## src/rtl/tomasulo_pkg.sv

```systemverilog
// -----------------------------------------------------------------------------
// tomasulo_pkg
// Shared definitions for the Tomasulo datapath: result and tag widths, the
// "no producer" tag, CDB source encoding and the reservation-station tag map.
// No ports (package).
// -----------------------------------------------------------------------------
package tomasulo_pkg;

   localparam int DATA_W   = 8;
   localparam int TAG_W    = 4;

   // Tag 0 never names a station; a Qj/Qk of 0 means the operand is ready.
   localparam int TAG_NONE = 0;

   // Which source buffer a broadcast came from.
   typedef enum logic {
      SRC_ADD = 1'b0,
      SRC_MUL = 1'b1
   } cdb_src_e;

   // Station tag map.
   localparam int ADD_TAG_LO = 1;
   localparam int ADD_TAG_HI = 3;
   localparam int MUL_TAG_LO = 4;
   localparam int MUL_TAG_HI = 6;

   function automatic logic is_add_station(input logic [TAG_W-1:0] tag);
      return (int'(tag) >= ADD_TAG_LO) && (int'(tag) <= ADD_TAG_HI);
   endfunction

   function automatic logic is_mul_station(input logic [TAG_W-1:0] tag);
      return (int'(tag) >= MUL_TAG_LO) && (int'(tag) <= MUL_TAG_HI);
   endfunction

endpackage

```

## src/rtl/cdb_result_fifo.sv

```systemverilog
// -----------------------------------------------------------------------------
// cdb_result_fifo
// In-order result buffer for one functional unit. Push and pop may happen on
// the same edge. not_full is registered from the post-edge count, so a full
// buffer that pops on an edge still refuses a push on that same edge.
// Ports:
//   clock, resetn  : rising-edge clock, async active-low reset
//   push, push_data: write an entry (caller only pushes while not_full)
//   pop            : drop the head (caller only pops while count != 0)
//   head           : current head entry (valid when count != 0)
//   count          : number of stored entries, 0..DEPTH
//   not_full       : registered, count < DEPTH after the last edge
// -----------------------------------------------------------------------------
module cdb_result_fifo #(
   parameter int W     = 12,
   parameter int DEPTH = 2
) (
   input  logic                     clock,
   input  logic                     resetn,
   input  logic                     push,
   input  logic [W-1:0]             push_data,
   input  logic                     pop,
   output logic [W-1:0]             head,
   output logic [$clog2(DEPTH):0]   count,
   output logic                     not_full
);

   localparam int PTR_W = $clog2(DEPTH);
   localparam int CNT_W = PTR_W + 1;

   logic [W-1:0]     mem [DEPTH];
   logic [PTR_W-1:0] wr_ptr;
   logic [PTR_W-1:0] rd_ptr;
   logic [CNT_W-1:0] count_next;

   assign count_next = count + CNT_W'(push) - CNT_W'(pop);
   assign head       = mem[rd_ptr];

   // DEPTH is a power of two, so the pointers wrap by overflow.
   always_ff @(posedge clock or negedge resetn) begin
      if (!resetn) begin
         wr_ptr   <= '0;
         rd_ptr   <= '0;
         count    <= '0;
         not_full <= 1'b0;
      end else begin
         if (push) wr_ptr <= wr_ptr + 1'b1;
         if (pop)  rd_ptr <= rd_ptr + 1'b1;
         count    <= count_next;
         not_full <= (count_next < CNT_W'(DEPTH));
      end
   end

   // Storage carries no reset; entries are only read while count != 0.
   always_ff @(posedge clock) begin
      if (push) mem[wr_ptr] <= push_data;
   end

endmodule

```

## src/rtl/cdb_broadcaster.sv

```systemverilog
// -----------------------------------------------------------------------------
// cdb_broadcaster
// Producer end of the common data bus. Buffers finished results from the
// add/sub and mul/div units, arbitrates round-robin between the two buffers
// and broadcasts one {tag, value} per cycle as a single-cycle pulse.
// Ports:
//   clock, resetn                     : rising-edge clock, async active-low reset
//   add_valid/add_tag/add_result      : add/sub result offer
//   add_ready                         : add/sub buffer accepts this cycle
//   mul_valid/mul_tag/mul_result      : mul/div result offer
//   mul_ready                         : mul/div buffer accepts this cycle
//   cdb_valid/cdb_tag/cdb_value       : broadcast strobe and payload
//   cdb_src                           : 0 = add/sub buffer, 1 = mul/div buffer
//   tag_err                           : sticky, a tag-0 result was accepted
//
// Handshake: a result transfers on a rising edge where valid && ready are both
// high; the unit holds valid, tag and result unchanged until that edge. ready
// is registered and never depends on valid in the same cycle. The bus itself
// has no backpressure.
// -----------------------------------------------------------------------------
module cdb_broadcaster #(
   parameter int DATA_W     = tomasulo_pkg::DATA_W,
   parameter int TAG_W      = tomasulo_pkg::TAG_W,
   parameter int FIFO_DEPTH = 2
) (
   input  logic              clock,
   input  logic              resetn,
   input  logic              add_valid,
   input  logic [TAG_W-1:0]  add_tag,
   input  logic [DATA_W-1:0] add_result,
   output logic              add_ready,
   input  logic              mul_valid,
   input  logic [TAG_W-1:0]  mul_tag,
   input  logic [DATA_W-1:0] mul_result,
   output logic              mul_ready,
   output logic              cdb_valid,
   output logic [TAG_W-1:0]  cdb_tag,
   output logic [DATA_W-1:0] cdb_value,
   output logic              cdb_src,
   output logic              tag_err
);

   import tomasulo_pkg::*;

   localparam int CNT_W = $clog2(FIFO_DEPTH) + 1;
   localparam int ENT_W = TAG_W + DATA_W;

   logic             add_accept, mul_accept;
   logic             add_push, mul_push;
   logic             add_pop, mul_pop;
   logic [ENT_W-1:0] add_head, mul_head;
   logic [CNT_W-1:0] add_count, mul_count;
   logic             add_nonempty, mul_nonempty;
   logic             zero_tag_seen;
   cdb_src_e         last_src;

   assign add_accept = add_valid && add_ready;
   assign mul_accept = mul_valid && mul_ready;

   // A tag-0 result completes its handshake but is dropped: nothing waits on it.
   assign add_push = add_accept && (add_tag != TAG_W'(TAG_NONE));
   assign mul_push = mul_accept && (mul_tag != TAG_W'(TAG_NONE));

   assign zero_tag_seen = (add_accept && (add_tag == TAG_W'(TAG_NONE))) ||
                          (mul_accept && (mul_tag == TAG_W'(TAG_NONE)));

   cdb_result_fifo #(
      .W     (ENT_W),
      .DEPTH (FIFO_DEPTH)
   ) u_add_fifo (
      .clock     (clock),
      .resetn    (resetn),
      .push      (add_push),
      .push_data ({add_tag, add_result}),
      .pop       (add_pop),
      .head      (add_head),
      .count     (add_count),
      .not_full  (add_ready)
   );

   cdb_result_fifo #(
      .W     (ENT_W),
      .DEPTH (FIFO_DEPTH)
   ) u_mul_fifo (
      .clock     (clock),
      .resetn    (resetn),
      .push      (mul_push),
      .push_data ({mul_tag, mul_result}),
      .pop       (mul_pop),
      .head      (mul_head),
      .count     (mul_count),
      .not_full  (mul_ready)
   );

   assign add_nonempty = (add_count != '0);
   assign mul_nonempty = (mul_count != '0);

   // Arbitration on pre-edge buffer state; on a tie the source not granted
   // last wins, which bounds each source to one grant every two cycles.
   always_comb begin
      add_pop = 1'b0;
      mul_pop = 1'b0;
      if (add_nonempty && (!mul_nonempty || (last_src == SRC_MUL))) begin
         add_pop = 1'b1;
      end else if (mul_nonempty) begin
         mul_pop = 1'b1;
      end
   end

   // Output registers. Payload holds its last value when nothing is granted;
   // last_src starts at SRC_MUL so add wins the first tie.
   always_ff @(posedge clock or negedge resetn) begin
      if (!resetn) begin
         cdb_valid <= 1'b0;
         cdb_tag   <= '0;
         cdb_value <= '0;
         cdb_src   <= 1'b0;
         last_src  <= SRC_MUL;
         tag_err   <= 1'b0;
      end else begin
         cdb_valid <= add_pop || mul_pop;
         if (add_pop) begin
            {cdb_tag, cdb_value} <= add_head;
            cdb_src              <= SRC_ADD;
            last_src             <= SRC_ADD;
         end else if (mul_pop) begin
            {cdb_tag, cdb_value} <= mul_head;
            cdb_src              <= SRC_MUL;
            last_src             <= SRC_MUL;
         end
         if (zero_tag_seen) tag_err <= 1'b1;
      end
   end

endmodule

```

## config.mk

```make
export PLATFORM = sky130hd
export DESIGN_NAME = cdb_broadcaster
export DESIGN_NICKNAME = d
export VERILOG_FILES = /design/src/rtl/tomasulo_pkg.sv /design/src/rtl/cdb_result_fifo.sv /design/src/rtl/cdb_broadcaster.sv
export SDC_FILE = /design/constraint.sdc
export NUM_CORES = 1
export LEC_CHECK = 0
export BUFFER_PORTS_ARGS = -buffer_cell sky130_fd_sc_hd__clkbuf_2
export CAP_MARGIN = 40
export CORE_ASPECT_RATIO = 0.9
export CORE_MARGIN = 4
export CORE_UTILIZATION = 30
export CTS_CLUSTER_DIAMETER = 60
export DETAILED_ROUTE_END_ITERATION = 16
export PLACE_DENSITY_LB_ADDON = 0.3
export SYNTH_ARGS = -nofsm -noshare
export SYNTH_HDL_FRONTEND = slang
export SYNTH_SLANG_ARGS = --single-unit
```

## constraint.sdc

```tcl
create_clock -name clock -period 2.7 [get_ports clock]
set_clock_uncertainty 0.2 [all_clocks]
set_input_delay 0.54 -clock clock [delete_from_list [all_inputs] [get_ports clock]]
set_output_delay 0.54 -clock clock [all_outputs]
set_load 0.03 [all_outputs]
```

Word level (Yosys, flattened, before mapping)
Memory sizes are Yosys's and may differ from the RTL's.
Index checks and enable logic that the tools add are counted.
{"block": "word_totals", "ram_bits": 48, "n_memories": 2, "wordCells": 57, "in_bits": 28, "output_inout_bits": 17, "ff_bits": 26}
{"block": "classes", "reduce_logical": 18, "n_mux": 13, "addsub": 8, "magnitude_cmp": 2}
{"memory": "u_add_fifo.mem", "words": 2, "word_bits": 12, "read_ports": 1, "rd_clocked_by_memory_dff": 0, "write_ports": 1, "line_no": "cdb_result_fifo.sv:31", "text": "logic [W-1:0] mem [DEPTH];"}
{"memory": "u_mul_fifo.mem", "words": 2, "word_bits": 12, "read_ports": 1, "rd_clocked_by_memory_dff": 0, "write_ports": 1, "line_no": "cdb_result_fifo.sv:31"}
{"cell": "8-bit 2-to-1 mux", "count": 2}
{"cell": "1-bit 2-to-1 mux", "count": 9}
{"cell": "4-bit zero test", "count": 2}
{"cell": "4-bit 2-to-1 mux", "count": 2}
{"cell": "4-bit nonzero test", "count": 2}
{"cell": "1-bit logical AND", "count": 7}
{"cell": "2-bit nonzero test", "count": 3}
{"cell": "1-bit adder (second input constant)", "count": 4}
{"cell": "2-bit by 1-bit adder with 2-bit output", "count": 2}
{"cell": "2-bit < comparator (second input constant)", "count": 2}
{"cell": "2-bit by 1-bit subtractor with 2-bit output", "count": 2}
{"cell": "1-bit logical OR", "count": 3}
{"cell": "1-bit zero test", "count": 1}

Logic depth before layout (Yosys ltp)
Gate-level depths: netlist of run 1.
{"block": "depth", "word_depth": 7, "ltp_mapped": 10, "ltp_nobuf": 9}

Modules after synthesis
Synthesis of run 1 repeated with hierarchy kept, for this count alone.
{"block": "hier_totals", "hier_cells": 166, "hier_area_um2": 3022.9}
{"mod": "cdb_result_fifo", "seq_area_each_um2": 845.8, "area_each_um2": 1134.8, "cells_each": 52, "instances": 2}
{"mod": "cdb_broadcaster", "seq_area_each_um2": 401.6, "area_each_um2": 753.2, "cells_each": 62, "instances": 1}

Least setup slack after synthesis of run 1
Ideal clock, no wire load.
{"block": "synth_timing", "path_kind": "register to register", "startpoint": "register u_mul_fifo.count[1]", "endpoint": "register u_mul_fifo.count[1]", "t_required_ps": 2379, "setup_slack_ps": 493, "setup_time_ps": 121, "arrival_ps": 1887, "period_less_slack_ps": 2207, "path_stages_with_launch": 11, "n_path_buf": 1, "cell_sequence": "dfrtp_1 or2_2 clkbuf_1 nand2_1 inv_1 ha_1 inv_1 ha_1 xnor2_1 xor2_1 inv_1"}
{"block": "synth_via", "elab_chain_cells": 6, "elab_cells_between_ends": 8, "classes_between": "add/sub (2); mux (2); reduce/logical (4)"}
{"item": "from (decl)", "line_no": "cdb_result_fifo.sv:24", "text": "output logic [$clog2(DEPTH):0] count,"}
{"item": "from (signal assigned)", "line_no": "cdb_result_fifo.sv:49", "text": "count <= count_next;"}
{"item": "2-bit nonzero test (*)", "line_no": "cdb_broadcaster.sv:96", "text": "assign mul_nonempty = (mul_count != '0);"}
{"item": "1-bit zero test", "line_no": "cdb_broadcaster.sv:103", "text": "if (add_nonempty && (!mul_nonempty || (last_src == SRC_MUL))) begin"}
{"item": "1-bit logical OR", "line_no": "cdb_broadcaster.sv:103"}
{"item": "1-bit logical AND", "line_no": "cdb_broadcaster.sv:103"}
{"item": "1-bit 2-to-1 mux (*)", "line_no": "cdb_broadcaster.sv:103"}
{"item": "net mul_pop", "line_no": "cdb_broadcaster.sv:50", "text": "logic add_pop, mul_pop;"}
{"item": "2-bit by 1-bit subtractor with 2-bit output (*)", "line_no": "cdb_result_fifo.sv:36", "text": "assign count_next = count + CNT_W'(push) - CNT_W'(pop);"}
{"item": "net u_mul_fifo.count_next[1]", "line_no": "cdb_result_fifo.sv:34", "text": "logic [CNT_W-1:0] count_next;"}
Mark *: on every way through the listed nets, which the timed path passes. The rest lies on a longest branch.
A chain may end at the register's enable or synchronous reset.

Final worst setup path of run 1
Same ends and word-level chain as after synthesis.

==> impl_metrics.yaml, run 1 <==
route:
  wl_per_cell_um: 15.5
  drcViolationCount: 0
  route.vias.total: 1606
  first_iter_violations: 51
  routed_wl_um: 5540
  ant_nets: 0
  viasPerCell: 4.49
  first_pass_iters: 4
finish:
  area.growth.synth_to_final_pct: 19.5
  final_cells: 358
  finalNetCount: 262
  drive_above_1_share_pct: 32.2
  n_antenna_cell: 0
synth:
  synthCells: 179
  ys_seq_elements: 74
  synth_area_sq_mm: 0.00289
  synth.distinct_cells: 30
  ys_warn_count: 0
  avgSynthCellArea_sq_um: 16.1
  yosysSeqAreaShare_pct: 72.5
  synth_fp_nets: 210
placement:
  portBuffers: 44
  place_congestion: 0.718
  place_ws_ns: 0.236
  dpl.hpwl_um: 4040
  dp.cells: 342
grt:
  track_usage_pct: 10.5
  grt-ovfl-total: 0
  grt_pass1_wl_um: 8680
  grt_pass1_vias: 1641
  grt_start_max_net_pins: 27
  antenna_found_initial: 0
clock_network:
  cts_tree: "built"
  clk_pin_slew_ns: 0.08
  cts_htree_levels: 3
  hold_buffers: 0
  cts.sinks: 74
  clk_path_buf_depth: 2
  numCtsBuffers: 9
  clk_latency_ns: 0.35
  cts_setup_buffers: 0
  root_buffer: "clkbuf_8"
  cts_resized: 0
sta:
  tightest_slew_ns: 0.707
  finalSetupViolations: 0
  post-route-period-util_pct: 84.6
  hold_ws_ns: 0.0153
  period_needed_ns: 2.29
  rsz0062_at_grt: "no"
  slew_violations: 0
  finalHoldViolCount: 0
  timing.fmax_mhz: 438
  slew_headroom_pct: 52.8
  tns_ns: 0
  finalWorstSetupSlack_ns: 0.415
power:
  p_per_area_mw_per_mm2: 1170
  irDropWorstVdd_uv: 390
  power_mw: 4.05
  p_leak_nw: 1.38
flow_run:
  maxCapViolCount: 0
floorplanning:
  die-area_sq_mm: 0.0113
  core_sq_mm: 0.00925
  fp.dieH_um: 101
  fp-row-count: 33
  io_pins: 45
  die_w_um: 111
  start_util_pct: 31.2
critical_path:
  worst-setup-path-type: "flip-flop to flip-flop"
  crit_arrival_ns: 2.32
  rrSetupSlack_ns: 0.41
  cp_max_fo: 8
  critPathLaunchType: "flip-flop"
  end_kind: "flip-flop"
  crit_required_ns: 2.73
outcome:
  status: "finished, final reports clean"
worst_hold_path:
  hold_path.class: "primary input to asynchronous set/reset pin"
stage by stage:
stage,cell area (sq um),util (%)
2_1_floorplan,2890,-
3_3_place_gp,3240,35.0
3_5_place_dp,3260,35.2
4_1_cts,3450,37.3
5_1_grt,3450,37.3
6_report,3450,37.3
sequential cells by signal, summed over array words and instances (netlist names):
register	count
u_mul_fifo.mem	24
tag_err	1
u_add_fifo.wr_ptr	1
cdb_value	8
cdb_tag	4
u_mul_fifo.wr_ptr	1
u_add_fifo.rd_ptr	1
u_add_fifo.count	2
u_add_fifo.not_full	1
last_src	1
u_add_fifo.mem	24
cdb_valid	1
cdb_src	1
u_mul_fifo.count	2
u_mul_fifo.not_full	1
u_mul_fifo.rd_ptr	1
metal layers:
| metal | share of wire [%] | up-vias | global-route usage (%) |
|---|---|---|---|
| li1 | - | 774 | - |
| met1 | 48 | 789 | 13.8 |
| met2 | 45 | 34 | 15.6 |
| met3 | 6.0 | 9 | 4.56 |
| met4 | 1.3 | 0 | 3.37 |
| met5 | 0 | - | 0 |
area by class of cell:
| cell class | count | area, sq um |
|---|---|---|
| fill | 927 | 5800 |
| sequential | 74 | 2090 |
| multi-input combinational | 90 | 722 |
| timing repair buffer | 49 | 262 |
| tap | 122 | 153 |
| clock buffer | 9 | 124 |
| clock inverter | 7 | 70.1 |
| inverter | 7 | 26.3 |
cells in the mapped netlist (all sizes together):
| cell type | n | area, sq um |
|---|---|---|
| a21bo | 1 | 10.0 |
| a32oi | 6 | 52.6 |
| and2 | 3 | 18.8 |
| buf | 6 | 36.3 |
| clkbuf | 2 | 8.75 |
| dfrtp | 25 | 626 |
| dfstp | 1 | 26.3 |
| edfxtp | 48 | 1440 |
| ha | 3 | 37.5 |
| inv | 7 | 26.3 |
| mux2 | 6 | 67.6 |
| mux2i | 18 | 180 |
| nand2 | 12 | 45.0 |
| nand3 | 7 | 35.0 |
| nor2b | 4 | 25.0 |
| nor4 | 1 | 21.3 |
| o21a | 1 | 7.51 |
| o21ai | 8 | 40.0 |
| o21bai | 1 | 7.51 |
| o221a | 6 | 67.6 |
| o221ai | 1 | 8.76 |
| or2 | 2 | 12.5 |
| or4 | 2 | 15.0 |
| xnor2 | 4 | 35.0 |
| xor2 | 4 | 35.0 |
cells in the final DEF, fill, tap and decap left out, drive strengths merged:
cell	netlist	layout
a21bo	1	1
a32oi	6	6
and2	3	3
buf	6	5
bufinv	0	1
clkbuf	2	53
clkinv	0	5
clkinvlp	0	1
dfrtp	25	25
dfstp	1	1
edfxtp	48	48
ha	3	3
inv	7	7
mux2	6	6
mux2i	18	18
nand2	12	12
nand3	7	7
nor2b	4	4
nor4	1	1
o21a	1	1
o21ai	8	8
o21bai	1	1
o221a	6	6
o221ai	1	1
or2	2	2
or4	2	2
xnor2	4	4
xor2	4	4
logic make-up (layout without fill, tap and decap cells):
| family | after synthesis | after routing | synth area share, % |
|---|---|---|---|
| AOI/OAI and AO/OA | 24 | 24 | 6.72 |
| xor gates and xnor gates | 8 | 8 | 2.43 |
| adders and majority gates | 3 | 3 | 1.30 |
| buffers and inverters | 15 | 72 | 2.47 |
| DFF | 74 | 74 | 72.5 |
| muxes | 24 | 24 | 8.58 |
| and+or+nand+nor | 31 | 31 | 5.98 |
worst max-delay path, stage by stage, from the launching register on:
cell and delay, ns:
dfrtp_1 0.44, or2_2 0.39, nand2_1 0.16, inv_1 0.06
ha_1 0.27, inv_1 0.04, ha_1 0.18, xnor2_1 0.16
xor2_1 0.21, inv_1 0.06
where the power goes:
part	total [mW]	switching (mW)	internal, mW
Combinational	1.37	0.820	0.553
Clock	0.831	0.407	0.424
Sequential	1.84	0.258	1.58
Total	4.05	1.48	2.56
worst paths after layout:
path / startpoint / endpoint / cells after the start
setup / recovery: u_mul_fifo.count[1]$_DFF_PN0_ / u_mul_fifo.count[1]$_DFF_PN0_ / 9
setup reg to reg: u_mul_fifo.count[1]$_DFF_PN0_ / u_mul_fifo.count[1]$_DFF_PN0_ / 9
max in group asynchronous: resetn / u_mul_fifo.not_full$_DFF_PN0_ / 1
hold / removal: resetn / cdb_value[2]$_DFFE_PN0P_ / 1
hold reg to reg: u_add_fifo.wr_ptr$_DFFE_PN0P_ / u_add_fifo.wr_ptr$_DFFE_PN0P_ / 1
min in group clock: mul_result[6] / u_mul_fifo.mem[0][6]$_DFFE_PP_ / 1
No activity file was read; power rests on OpenSTA's default activity.
==> run 2, diff against run 1 <==
--- a/config.mk
+++ b/config.mk
@@ -5,6 +5,7 @@
 export SDC_FILE = /design/constraint.sdc
 export NUM_CORES = 1
 export LEC_CHECK = 0
+export ABC_AREA = 1
 export BUFFER_PORTS_ARGS = -buffer_cell sky130_fd_sc_hd__clkbuf_2
 export CAP_MARGIN = 40
 export CORE_ASPECT_RATIO = 0.9
==> constraint.sdc (replaced) <==
create_clock -name clock -period 2.2 [get_ports clock]
set_clock_uncertainty 0.2 [all_clocks]
set_input_delay 0.44 -clock clock [delete_from_list [all_inputs] [get_ports clock]]
set_output_delay 0.44 -clock clock [all_outputs]
set_load 0.03 [all_outputs]
==> run 2 against run 1 <==
Compared with the run above:
- flip-flop and latch count unchanged
- wire length increased by 8.2%
- die area rose by 2.7%
- non-clock buffer count up 4
- critical endpoint is now u_add_fifo.count[1]$_DFF_PN0_
- cell area grew 2.6%
- setup slack better by 0.075 ns
- maximum frequency grew 34%
- global-route usage grew 0.77 points
- via count up 23%
- register-to-register slack gained 0.07 ns
==> impl_metrics.yaml, run 2 <==
finish:
  drive_above_1_share_pct: 22.8
  fillers: 941
  finalNetCount: 355
  multi_input_area_sq_um: 753
  final_common_cell: "nand2_1"
  seqCellArea_sq_mm: 0.00209
  top_regs: "u_add_fifo.mem: 24 flops, u_mul_fifo.mem: 24 flops, cdb_value: 8 flops"
  area.growth.synth_to_final_pct: 19.2
  n_antenna_cell: 0
  layout_common_cells: "nand2_1, edfxtp_1, clkbuf_2, nand3_1, dfrtp_1"
critical_path:
  crit_arrival_ns: 1.75
  crit_path_end: "u_add_fifo.count[1]$_DFF_PN0_"
  end_kind: "flip-flop"
  rr_startpoint: "last_src$_DFFE_PN1P_"
  timing.rr.end: "u_add_fifo.count[1]$_DFF_PN0_"
  r2r_cells: 8
  critPathLaunch: "last_src$_DFFE_PN1P_"
  crit_required_ns: 2.24
  rrSetupSlack_ns: 0.49
  worst-setup-path-type: "flip-flop to flip-flop"
  critPathLaunchType: "flip-flop"
  cp_max_fo: 3
grt:
  track_usage_pct: 11.2
  antenna_found_initial: 0
  grt-ovfl-total: 0
  grt_pass1_vias: 2031
  grt_pass1_wl_um: 9890
  grt_start_max_net_pins: 27
sta:
  rsz0062_at_grt: "no"
  timing.fmax_mhz: 585
  period_needed_ns: 1.71
  finalHoldViolCount: 0
  post-route-period-util_pct: 77.7
  tightest_slew_ns: 0.683
  slew_headroom_pct: 54.4
  tns_ns: 0
  slew_violations: 0
  hold_ws_ns: 0.0879
  finalSetupViolations: 0
clock_network:
  clk_pin_slew_ns: 0.08
  cts.sinks: 74
  numCtsBuffers: 9
  clk_path_buf_depth: 2
  clk_latency_ns: 0.34
  cts_setup_buffers: 0
  cts_tree: "built"
  cts_htree_levels: 3
  root_buffer: "clkbuf_8"
worst_hold_path:
  hold_path.class: "primary input to flip-flop"
power:
  internal_power_mw: 2.97
  sequentialPowerShare_pct: 43.0
  irDropWorstVdd_uv: 658
  clkPwrFrac_pct: 18.4
  p_per_area_mw_per_mm2: 1400
  p_leak_nw: 1.60
  power.net_switching_mw: 2.00
  sw_frac_of_total_pct: 40.3
  comb_power_share_pct: 38.6
route:
  ant_nets: 0
  route.vias.total: 1977
  first_iter_violations: 80
  routed_wl_um: 5990
  first_pass_iters: 4
  drcViolationCount: 0
  viasPerCell: 4.35
  wl_per_cell_um: 13.2
floorplanning:
  die-area_sq_mm: 0.0116
  fp-row-count: 34
  io_pins: 45
  die_w_um: 113
  core_sq_mm: 0.00966
  fp.dieH_um: 102
  start_util_pct: 30.8
placement:
  place_congestion: 0.746
  dpl.hpwl_um: 4250
  portBuffers: 44
synth:
  synth.distinct_cells: 20
  synthArstFlopShare_pct: 35.1
  synthCells: 268
  synth_fp_nets: 299
  avgSynthCellArea_sq_um: 11.1
  synth_area_leader_cell: "edfxtp_1"
  netlist.area_leader.share_pct: 48.5
  ys_seq_elements: 74
  synth_area_leaders: "edfxtp_1, dfrtp_1, nand2_1"
  yosysSeqAreaShare_pct: 70.5
  synth_area_sq_mm: 0.00297
  synthMostInstantiatedCell: "nand2_1"
  ys_warn_count: 0
  synth-edff-count: 48
  synth-main-ff-cell: "edfxtp_1"
  synth_commonest_cells: "nand2_1, edfxtp_1, nand3_1"
flow_run:
  maxCapViolCount: 0
outcome:
  status: "finished, final reports clean"
-- run 2: changes by cell type after synthesis, moves of 6 or more --
cell	previous run	this run
nor2_1	0	9
nand2_1	12	110
o221a_1	6	0
mux2_2	6	0
a32oi_1	6	0
mux2i_1	18	0
nand3_1	7	30
inv_1	6	18
-- run 2: power groups by stage --
stage	logic, mW	registers, mW	clock network, mW
detailed placement	1.97	2.17	0
floorplan	1.16	2.41	0
CTS	1.99	2.14	0.955
global route	2.20	2.18	1.02
global placement	1.94	2.16	0
finish	1.92	2.14	0.912
-- run 2: layer usage --
metal / part of all wire (%) / vias to the layer above / GRT usage, %
li1: - / 985 / -
met1: 47 / 952 / 14.6
met2: 48 / 38 / 17.9
met3: 4.0 / 2 / 3.43
met4: 0.37 / 0 / 4.16
met5: 0 / - / 0
-- run 2: worst min path at each step --
stage,startpoint,endpoint,slack [ns],cells after the start
global route,mul_result[1],u_mul_fifo.mem[0][1]$_DFFE_PP_,0.06,1
floorplan,resetn,cdb_src$_DFFE_PN0P_,-0.06,0
detailed placement,tag_err$_DFFE_PN0P_,tag_err$_DFFE_PN0P_,0.30,2
finish,add_result[0],u_add_fifo.mem[0][0]$_DFFE_PP_,0.09,1
CTS,mul_result[5],u_mul_fifo.mem[1][5]$_DFFE_PP_,0.06,1
global placement,tag_err$_DFFE_PN0P_,tag_err$_DFFE_PN0P_,0.29,2
-- run 2: logic make-up after synthesis --
kind of cell	after synthesis	synth area share (%)
DFF	74	70.5
buffers and inverters	28	4.17
adders and majority gates	3	1.26
xor gates and xnor gates	4	1.18
and+or+nand+nor	153	21.4
AOI/OAI and AO/OA	6	1.47
-- run 2: metrics by stage --
stage               utilization (%)  power (mW)  setup WS, ns  cell area [sq um]  cells
detailed placement             34.8        4.14         0.470               3360    438
global route                   36.7        5.40         0.298               3540    455
global placement               34.8        4.10         0.504               3360    438
CTS                            36.7        5.08         0.486               3540    455
finish                         36.7        4.97         0.490               3540    455
floorplan                         -        3.57         0.324               2970    268
-- run 2: final cells by class --
class	count	area share, %
timing repair buffer	53	8.20
sequential	74	59.1
clock buffer	11	3.99
multi-input combinational	166	21.3
inverter	20	2.12
tap	126	4.45
clock inverter	5	0.848
-- run 2: repair_timing --
action                    in CTS  in global routing
hold endpoints to repair      25                  0
gates resized for setup        0                  0
hold buffers                   1                  0
-- run 2: critical path, stage by stage (launching register included) --
cell,delay (ns)
dfstp_2,0.58
inv_1,0.05
o21ai_0,0.11
nand3_1,0.16
o21ai_0,0.11
ha_1,0.21
inv_1,0.06
nand3_1,0.07
nand2_1,0.05
